<file path="src/rtl/imem_fetch_ctrl_if.sv">
// Decode-side fetch handshake bundle.
// The fetch unit is the master; decode is the slave.
interface imem_fetch_ctrl_if #(
  parameter int AWL = 6,
  parameter int DWL = 32
);
  logic           IF_VALID;
  logic           IF_READY;
  logic [DWL-1:0] IF_INSTR;
  logic [AWL-1:0] IF_PC;

  modport master (
    output IF_VALID,
    output IF_INSTR,
    output IF_PC,
    input  IF_READY
  );

  modport slave (
    input  IF_VALID,
    input  IF_INSTR,
    input  IF_PC,
    output IF_READY
  );
endinterface

</file>
<file path="src/rtl/imem_fetch_ctrl.sv">
// Instruction fetch sequencer with a 2-entry buffer.
// Owns the PC, handles redirect flush and halt/drain.
module imem_fetch_ctrl #(
  parameter int             AWL      = 6,
  parameter int             DWL      = 32,
  parameter logic [AWL-1:0] RESET_PC = '0
) (
  input  logic             CLK,
  input  logic             RST,
  output logic [AWL-1:0]   IMA,
  input  logic [DWL-1:0]   IMRD,
  imem_fetch_ctrl_if.master dec,
  input  logic             REDIRECT,
  input  logic [AWL-1:0]   REDIRECT_PC,
  input  logic             HALT_REQ,
  output logic             HALTED
);

  typedef enum logic [1:0] {
    S_RUN,
    S_DRAIN,
    S_HALT
  } state_t;

  state_t         r_state;
  logic           r_halted;
  logic [AWL-1:0] r_pc;
  logic [1:0]     r_cnt;
  logic           r_head;
  logic [AWL-1:0] r_bpc   [2];
  logic [DWL-1:0] r_binstr [2];

  logic           w_valid;
  logic           w_pop;
  logic           w_push;
  logic           w_tail;
  logic [1:0]     w_cnt_nxt;
  state_t         w_state_nxt;

  assign w_valid = (r_cnt != 2'd0);
  assign w_pop   = w_valid & dec.IF_READY;
  assign w_tail  = r_head ^ r_cnt[0];

  // Fetch when running and either a slot is free or one is leaving.
  always_comb begin
    w_push = 1'b0;
    if (r_state == S_RUN && !REDIRECT && !HALT_REQ)
      w_push = (r_cnt < 2'd2) | w_pop;
  end

  // Occupancy after this cycle; a redirect flushes everything.
  always_comb begin
    w_cnt_nxt = r_cnt;
    if (REDIRECT)
      w_cnt_nxt = 2'd0;
    else
      w_cnt_nxt = r_cnt + {1'b0, w_push} - {1'b0, w_pop};
  end

  // Halt/drain sequencing.
  always_comb begin
    w_state_nxt = r_state;
    unique case (r_state)
      S_RUN: begin
        if (HALT_REQ)
          w_state_nxt = (w_cnt_nxt != 2'd0) ? S_DRAIN : S_HALT;
      end
      S_DRAIN: begin
        if (!HALT_REQ)
          w_state_nxt = S_RUN;
        else if (w_cnt_nxt == 2'd0)
          w_state_nxt = S_HALT;
      end
      S_HALT: begin
        if (!HALT_REQ)
          w_state_nxt = S_RUN;
      end
      default: w_state_nxt = S_RUN;
    endcase
  end

  // State register with HALTED registered alongside it.
  always_ff @(posedge CLK) begin
    if (RST) begin
      r_state  <= S_RUN;
      r_halted <= 1'b0;
    end else begin
      r_state  <= w_state_nxt;
      r_halted <= (w_state_nxt == S_HALT);
    end
  end

  // PC, occupancy and head pointer.
  always_ff @(posedge CLK) begin
    if (RST) begin
      r_pc   <= RESET_PC;
      r_cnt  <= 2'd0;
      r_head <= 1'b0;
    end else begin
      r_cnt <= w_cnt_nxt;
      if (REDIRECT) begin
        r_pc   <= REDIRECT_PC;
        r_head <= 1'b0;
      end else begin
        if (w_push)
          r_pc <= r_pc + 1'b1;
        if (w_pop)
          r_head <= ~r_head;
      end
    end
  end

  // Buffer slots; contents are masked at the output when empty.
  always_ff @(posedge CLK) begin
    if (w_push) begin
      r_bpc[w_tail]    <= r_pc;
      r_binstr[w_tail] <= IMRD;
    end
  end

  assign IMA          = r_pc;
  assign HALTED       = r_halted;
  assign dec.IF_VALID = w_valid;
  assign dec.IF_PC    = w_valid ? r_bpc[r_head]    : '0;
  assign dec.IF_INSTR = w_valid ? r_binstr[r_head] : '0;

endmodule
</file>
<file path="src/flat_wrapper.sv">
// flat-port wrapper written by rule: the top's interface ports become plain ports
module imem_fetch_ctrl_flat 
#(
  parameter int             AWL      = 6,
  parameter int             DWL      = 32,
  parameter logic [AWL-1:0] RESET_PC = '0
)
  (CLK, RST, IMA, IMRD, REDIRECT, REDIRECT_PC, HALT_REQ, HALTED, dec_IF_VALID, dec_IF_INSTR, dec_IF_PC, dec_IF_READY);
  imem_fetch_ctrl_if #(.AWL(AWL), .DWL(DWL)) dec_i ();
  input  logic CLK;
  input  logic RST;
  output logic [AWL-1:0] IMA;
  input  logic [DWL-1:0] IMRD;
  input  logic REDIRECT;
  input  logic [AWL-1:0] REDIRECT_PC;
  input  logic HALT_REQ;
  output logic HALTED;
  output wire logic [$bits(dec_i.IF_VALID)-1:0] dec_IF_VALID;
  output wire logic [$bits(dec_i.IF_INSTR)-1:0] dec_IF_INSTR;
  output wire logic [$bits(dec_i.IF_PC)-1:0] dec_IF_PC;
  input wire logic [$bits(dec_i.IF_READY)-1:0] dec_IF_READY;
  assign dec_IF_VALID = dec_i.IF_VALID;
  assign dec_IF_INSTR = dec_i.IF_INSTR;
  assign dec_IF_PC = dec_i.IF_PC;
  assign dec_i.IF_READY = dec_IF_READY;
  imem_fetch_ctrl #(.AWL(AWL), .DWL(DWL), .RESET_PC(RESET_PC)) u_core (.CLK(CLK), .RST(RST), .IMA(IMA), .IMRD(IMRD), .dec(dec_i), .REDIRECT(REDIRECT), .REDIRECT_PC(REDIRECT_PC), .HALT_REQ(HALT_REQ), .HALTED(HALTED));
endmodule
</file>
<file path="config.mk">
export PLATFORM = sky130hd
export DESIGN_NAME = imem_fetch_ctrl_flat
export DESIGN_NICKNAME = d
export VERILOG_FILES = /design/src/rtl/imem_fetch_ctrl_if.sv /design/src/rtl/imem_fetch_ctrl.sv /design/src/flat_wrapper.sv
export SDC_FILE = /design/constraint.sdc
export NUM_CORES = 1
export LEC_CHECK = 0
export ABC_AREA = 0
export CAP_MARGIN = 20
export CORE_UTILIZATION = 52
export DETAILED_ROUTE_END_ITERATION = 8
export PLACE_DENSITY_LB_ADDON = 0.3
export SETUP_SLACK_MARGIN = 0.4
export SLEW_MARGIN = 30
export SYNTH_ARGS = -nofsm -noshare
export SYNTH_HDL_FRONTEND = slang
export SYNTH_SLANG_ARGS = --single-unit
</file>
<file path="constraint.sdc">
create_clock -name CLK -period 5.4 [get_ports CLK]
set_clock_uncertainty 0.05 [all_clocks]
set_input_delay 0.81 -clock CLK [delete_from_list [all_inputs] [get_ports CLK]]
set_output_delay 0.81 -clock CLK [all_outputs]
set_load 0.1 [all_outputs]
</file>
After elaboration in Yosys (flattened, before gate mapping):

Memories as Yosys holds them, arrays and structs flattened. A register that Yosys moved wholly into a read port is not among the register bits.
Cells that the tools add are included.

* flip-flop bits (word level): 12
* RAM bits: 76
* input bits: 43
* output and inout port bits: 46
* memories kept: 2

* add/sub/neg operators: 3
* magnitude comparators: 1
* equal/unequal tests: 3
* mux-type cells: 18
* bitwise operators: 4
* reduce and logical (&&, ||, !) cells: 10

Memory list
* u_core.r_binstr: words 2, width 32, rd ports 1, clocked after Yosys merged registers in 1, write ports 1, RTL line imem_fetch_ctrl.sv:31 `logic [DWL-1:0] r_binstr [2];`
* u_core.r_bpc: words 2, width 6, rd ports 1, clocked after Yosys merged registers in 1, write ports 1, RTL line imem_fetch_ctrl.sv:30 `logic [AWL-1:0] r_bpc [2];`

Operators with widths (number)
* 2-to-1 mux 32 bit: 1
* 2-to-1 mux 6 bit: 3
* 2-to-1 mux 2 bit: 6
* 2-to-1 mux 1 bit: 7
* adder 6 x 1 -> 6 bit, second input constant: 1
* one-hot mux 2 bit (3 select lines): 1
* nonzero test 2 bit: 3
* == test 2 bit, second input constant: 2
* zero test 2 bit: 2
* adder 2 x 1 -> 2 bit: 1
* == test 2 x 1 -> 1 bit, second input constant: 1
* logical AND 1 bit: 2
* zero test 1 bit: 2
* less-than comparator 2 bit, second input constant: 1
* OR reduction 2 bit: 1
* subtractor 2 x 1 -> 2 bit: 1
* bitwise AND 1 bit: 1
* NOT 1 bit: 1
* bitwise OR 1 bit: 1
* XOR 1 bit: 1

Logic depth before layout (Yosys ltp):

* depth in word-level cells: 12
* depth in mapped cells: 10

Least setup slack after synthesis:

OpenSTA, ideal clock, no wires.

* path type: in2reg
* start point: input HALT_REQ
* end point: memory u_core.r_binstr[1][0] (enable)
* library setup time: 433 ps
* data arrival time: 2878 ps
* required time: 4917 ps
* slack: 2039 ps
* stages: 3
* buffers on the path: 0
* cell sequence: nor4_4 nand2_2 nor2_1

* word-level cells in the longest chain between the ends: 5

RTL lines
* start: declaration: RTL line flat_wrapper.sv:16 `input logic HALT_REQ;`
* zero test 1 bit: RTL line imem_fetch_ctrl.sv:47 `if (r_state == S_RUN && !REDIRECT && !HALT_REQ)`
* logical AND 1 bit: RTL line imem_fetch_ctrl.sv:47
* 2-to-1 mux 1 bit: RTL line imem_fetch_ctrl.sv:47
* 2-to-1 mux 1 bit: RTL line imem_fetch_ctrl.sv:115 `if (w_push) begin`
* 2-to-1 mux 1 bit (implied by the code): RTL line imem_fetch_ctrl.sv:117 `r_binstr[w_tail] <= IMRD;`
* end: declaration: RTL line imem_fetch_ctrl.sv:31

Every way passes these cells.

==> metrics.csv <==
metric,value,unit
cts_tree,done,
syn_avg_cell_area,14.88,um2
critPathArrivalTime,2.64,ns
yosysWarningCount,0,
rsz0062_at_grt,false,
clk_pin_slew_worst_paths,0.08,ns
final_hold_viol_count,0,
grt_max_degree,40,
place_hpwl,4289,um
crit_path_start_kind,flop,
vias,2137,
utilization,73.60,%
swShare,26.61,%
period_minus_slack,3.500,ns
tns,0,ns
cts.htree.levels,3,
synth_seq_cells,89,
comb_power_share,16.5,%
cap_violations,0,
drt_iter0_markers,89,
p_leak,1.541,nW
hp-class,flop to flop,
wl_met3,291,um
p_clk_share,33.4,%
die_area,7087,um2
antenna_cells,0,
num_rows,29,
drc,12,
antenna_left,0,
fin_crit_sh,64.81,%
power.switching,0.4191,mW
crit_type,flop to output port,
post_cts_resized,0,
initial_core_util,54.69,%
slew-limit-headroom,32.82,%
ys_seq_area_share,72.39,%
final_nets,372,
drive_gt1_share,6.949,%
wl_met2,3452,um
top_layer_used,met4,
grt_pass1_wl,10500,um
clock_sinks,89,
p_int,1.156,mW
clk_path_buf_depth,2,
synth_nets,282,
pin_count,89,
synthDistinctLibCells,33,
die_x,84.19,um
coreArea,6422,um2
status,finished with violations,
place_congestion,0.7765,
required,4.54,ns
synth_area,3512,um2
grtUsageTotal,19.58,%
p_per_area,333.3,nW/um2
cts-root-buf,clkbuf_8,
area_growth,34.59,%
synth_cells,236,
first_pass_iters,6,
slew_viol_final,0,
synthTopCellsByArea,"edfxtp_1 (65%), mux2i_1 (11%), dfxtp_1 (7.4%)",
cts_buffers,9,
die_h,84.19,um
pwr-share-seq,50.1,%
via_per_inst,5.238,
overflow,0,
avgRoutedWirePerCell,16.32,um
tightest_slew,1.005,ns
fmax,285.7,MHz
drt-total-wl,6658,um
port_buffers,88,
finalSetupViolCount,0,
antenna_found_initial,0,
fillers,438,
ir_worst_vdd,0.0002219,V
grt_pass1_vias,2152,
yosysTopAreaCell,edfxtp_1,
end_kind,output port,
cts_setup_buffers,0,
violations,design-rule violations,
synth_top_area_share,64.98,%
clkLatencyLatePin,0.34,ns
ctsHoldBuffers,0,
drt-met1-wl,2766,um
crit_fanout,38,
==> placed cells by master (no fill, tap or decap), drive strengths merged <==
master         netlist  final
mux2i               39     39
nand2b               2      2
clkinv               0      2
clkinvlp             0      1
edfxtp              76     76
xnor2                2      2
a31oi                1      1
clkdlybuf4s50        0     88
clkbuf               6     10
inv                  7      7
nor4                 2      2
a22oi                1      1
o22ai                1      1
nor3                 3      3
a211oi               2      2
a311oi               1      1
and3                 3      3
o31a                 1      1
nor3b                2      2
nor2                43     43
bufinv               0      3
ha                   3      3
nand3                4      4
a41oi                1      1
or2b                 1      1
a21oi                5      5
or3                  1      1
and2                 1      1
mux2                 1      1
a32oi                1      1
xor3                 1      1
nand2                8      8
dfxtp               13     13
buf                  4      1
==> through the flow <==
stage / area, um2 / power [mW] / hold WS (ns) / setup slack (ns) / instances
after floorplan: 3512 / 0.9803 / 0.4681 / 2.039 / 236
after global placement: 4463 / 1.061 / 0.4460 / 1.897 / 391
after detailed placement: 4493 / 1.067 / 0.4673 / 2.056 / 392
after CTS: 4727 / 1.586 / 0.4839 / 1.839 / 408
after global routing: 4727 / 1.624 / 0.4931 / 1.780 / 408
final: 4727 / 1.575 / 0.4914 / 1.900 / 408
==> per-layer routing <==
layer  vias up  global-route usage [%]
met5         -                       0
met4         0                   9.404
met3        15                   3.736
met2        61                   33.68
met1      1017                   23.97
li1       1044                       -
==> cells by family after synthesis <==
| group | Yosys count | synth area share, % |
|---|---|---|
| compound gates | 14 | 2.743 |
| buf+inv | 17 | 1.960 |
| fa+ha+maj | 3 | 1.069 |
| flops | 89 | 72.39 |
| simple gates | 70 | 9.227 |
| xor+xnor | 3 | 1.176 |
| mux | 40 | 11.44 |
==> cell type report <==
type                    count  area, um2  share of cell area, %
inverters                   7      26.28                 0.5559
flip-flops and latches     89       2546                  53.86
clock inverters             6      106.4                  2.250
well taps                  77      96.34                  2.038
multi-input cells         130      915.9                  19.38
clock buffers              10      127.6                  2.700
repair buffers             89      908.4                  19.22
==> critical path: stages (launching register included) <==
cell and delay, ns:
dfxtp_4 0.79, mux2i_1 0.19, nor2_1 0.15, clkdlybuf4s50_1 1.15
==> power by group through the flow <==
stage / Combinational [mW] / Sequential, mW / Clock (mW)
detailed placement: 0.262 / 0.805 / 0
CTS: 0.263 / 0.789 / 0.534
global placement: 0.257 / 0.804 / 0
finish: 0.261 / 0.789 / 0.526
global route: 0.273 / 0.792 / 0.559
floorplan: 0.155 / 0.825 / 0
==> cells in the mapped netlist <==
cell / n
a32oi_1: 1
xor3_1: 1
nand2_2: 1
clkbuf_1: 6
inv_1: 7
nor3_1: 3
edfxtp_1: 76
a41oi_1: 1
nor4_4: 1
mux2i_1: 39
or3_1: 1
nor4_1: 1
dfxtp_1: 13
a211oi_1: 2
and3_1: 2
a22oi_1: 1
mux2_2: 1
nand2_1: 7
a31oi_1: 1
o31a_2: 1
and2_1: 1
or2b_1: 1
a21oi_1: 5
nor3b_1: 2
nand2b_1: 2
ha_1: 3
and3_2: 1
nand3_1: 4
buf_2: 4
xnor2_1: 2
a311oi_1: 1
o22ai_1: 1
nor2_1: 43
==> flip-flops by register name, summed over array words and instances, names as in the netlist, named ones only <==
| name | count |
|---|---|
| u_core.r_head | 1 |
| u_core.r_cnt | 2 |
| u_core.r_state | 2 |
| u_core.HALTED | 1 |
| u_core.r_bpc | 12 |
| u_core.r_binstr | 64 |
| u_core.IMA | 6 |
==> worst paths after layout <==
path	start	end	slack [ns]	depth (start not counted)
hold reg to reg	u_core.IMA[5]$_SDFFE_PP0P_	u_core.r_bpc[1][5]$_DFFE_PP_	0.49	0
setup reg to reg	u_core.r_cnt[1]$_SDFF_PP0_	u_core.HALTED$_SDFF_PP0_	2.67	10
hold / removal	u_core.IMA[5]$_SDFFE_PP0P_	u_core.r_bpc[1][5]$_DFFE_PP_	0.49	0
setup / recovery	flop	dec_IF_INSTR[16]	1.90	3
(Power assumes the default switching activity.)
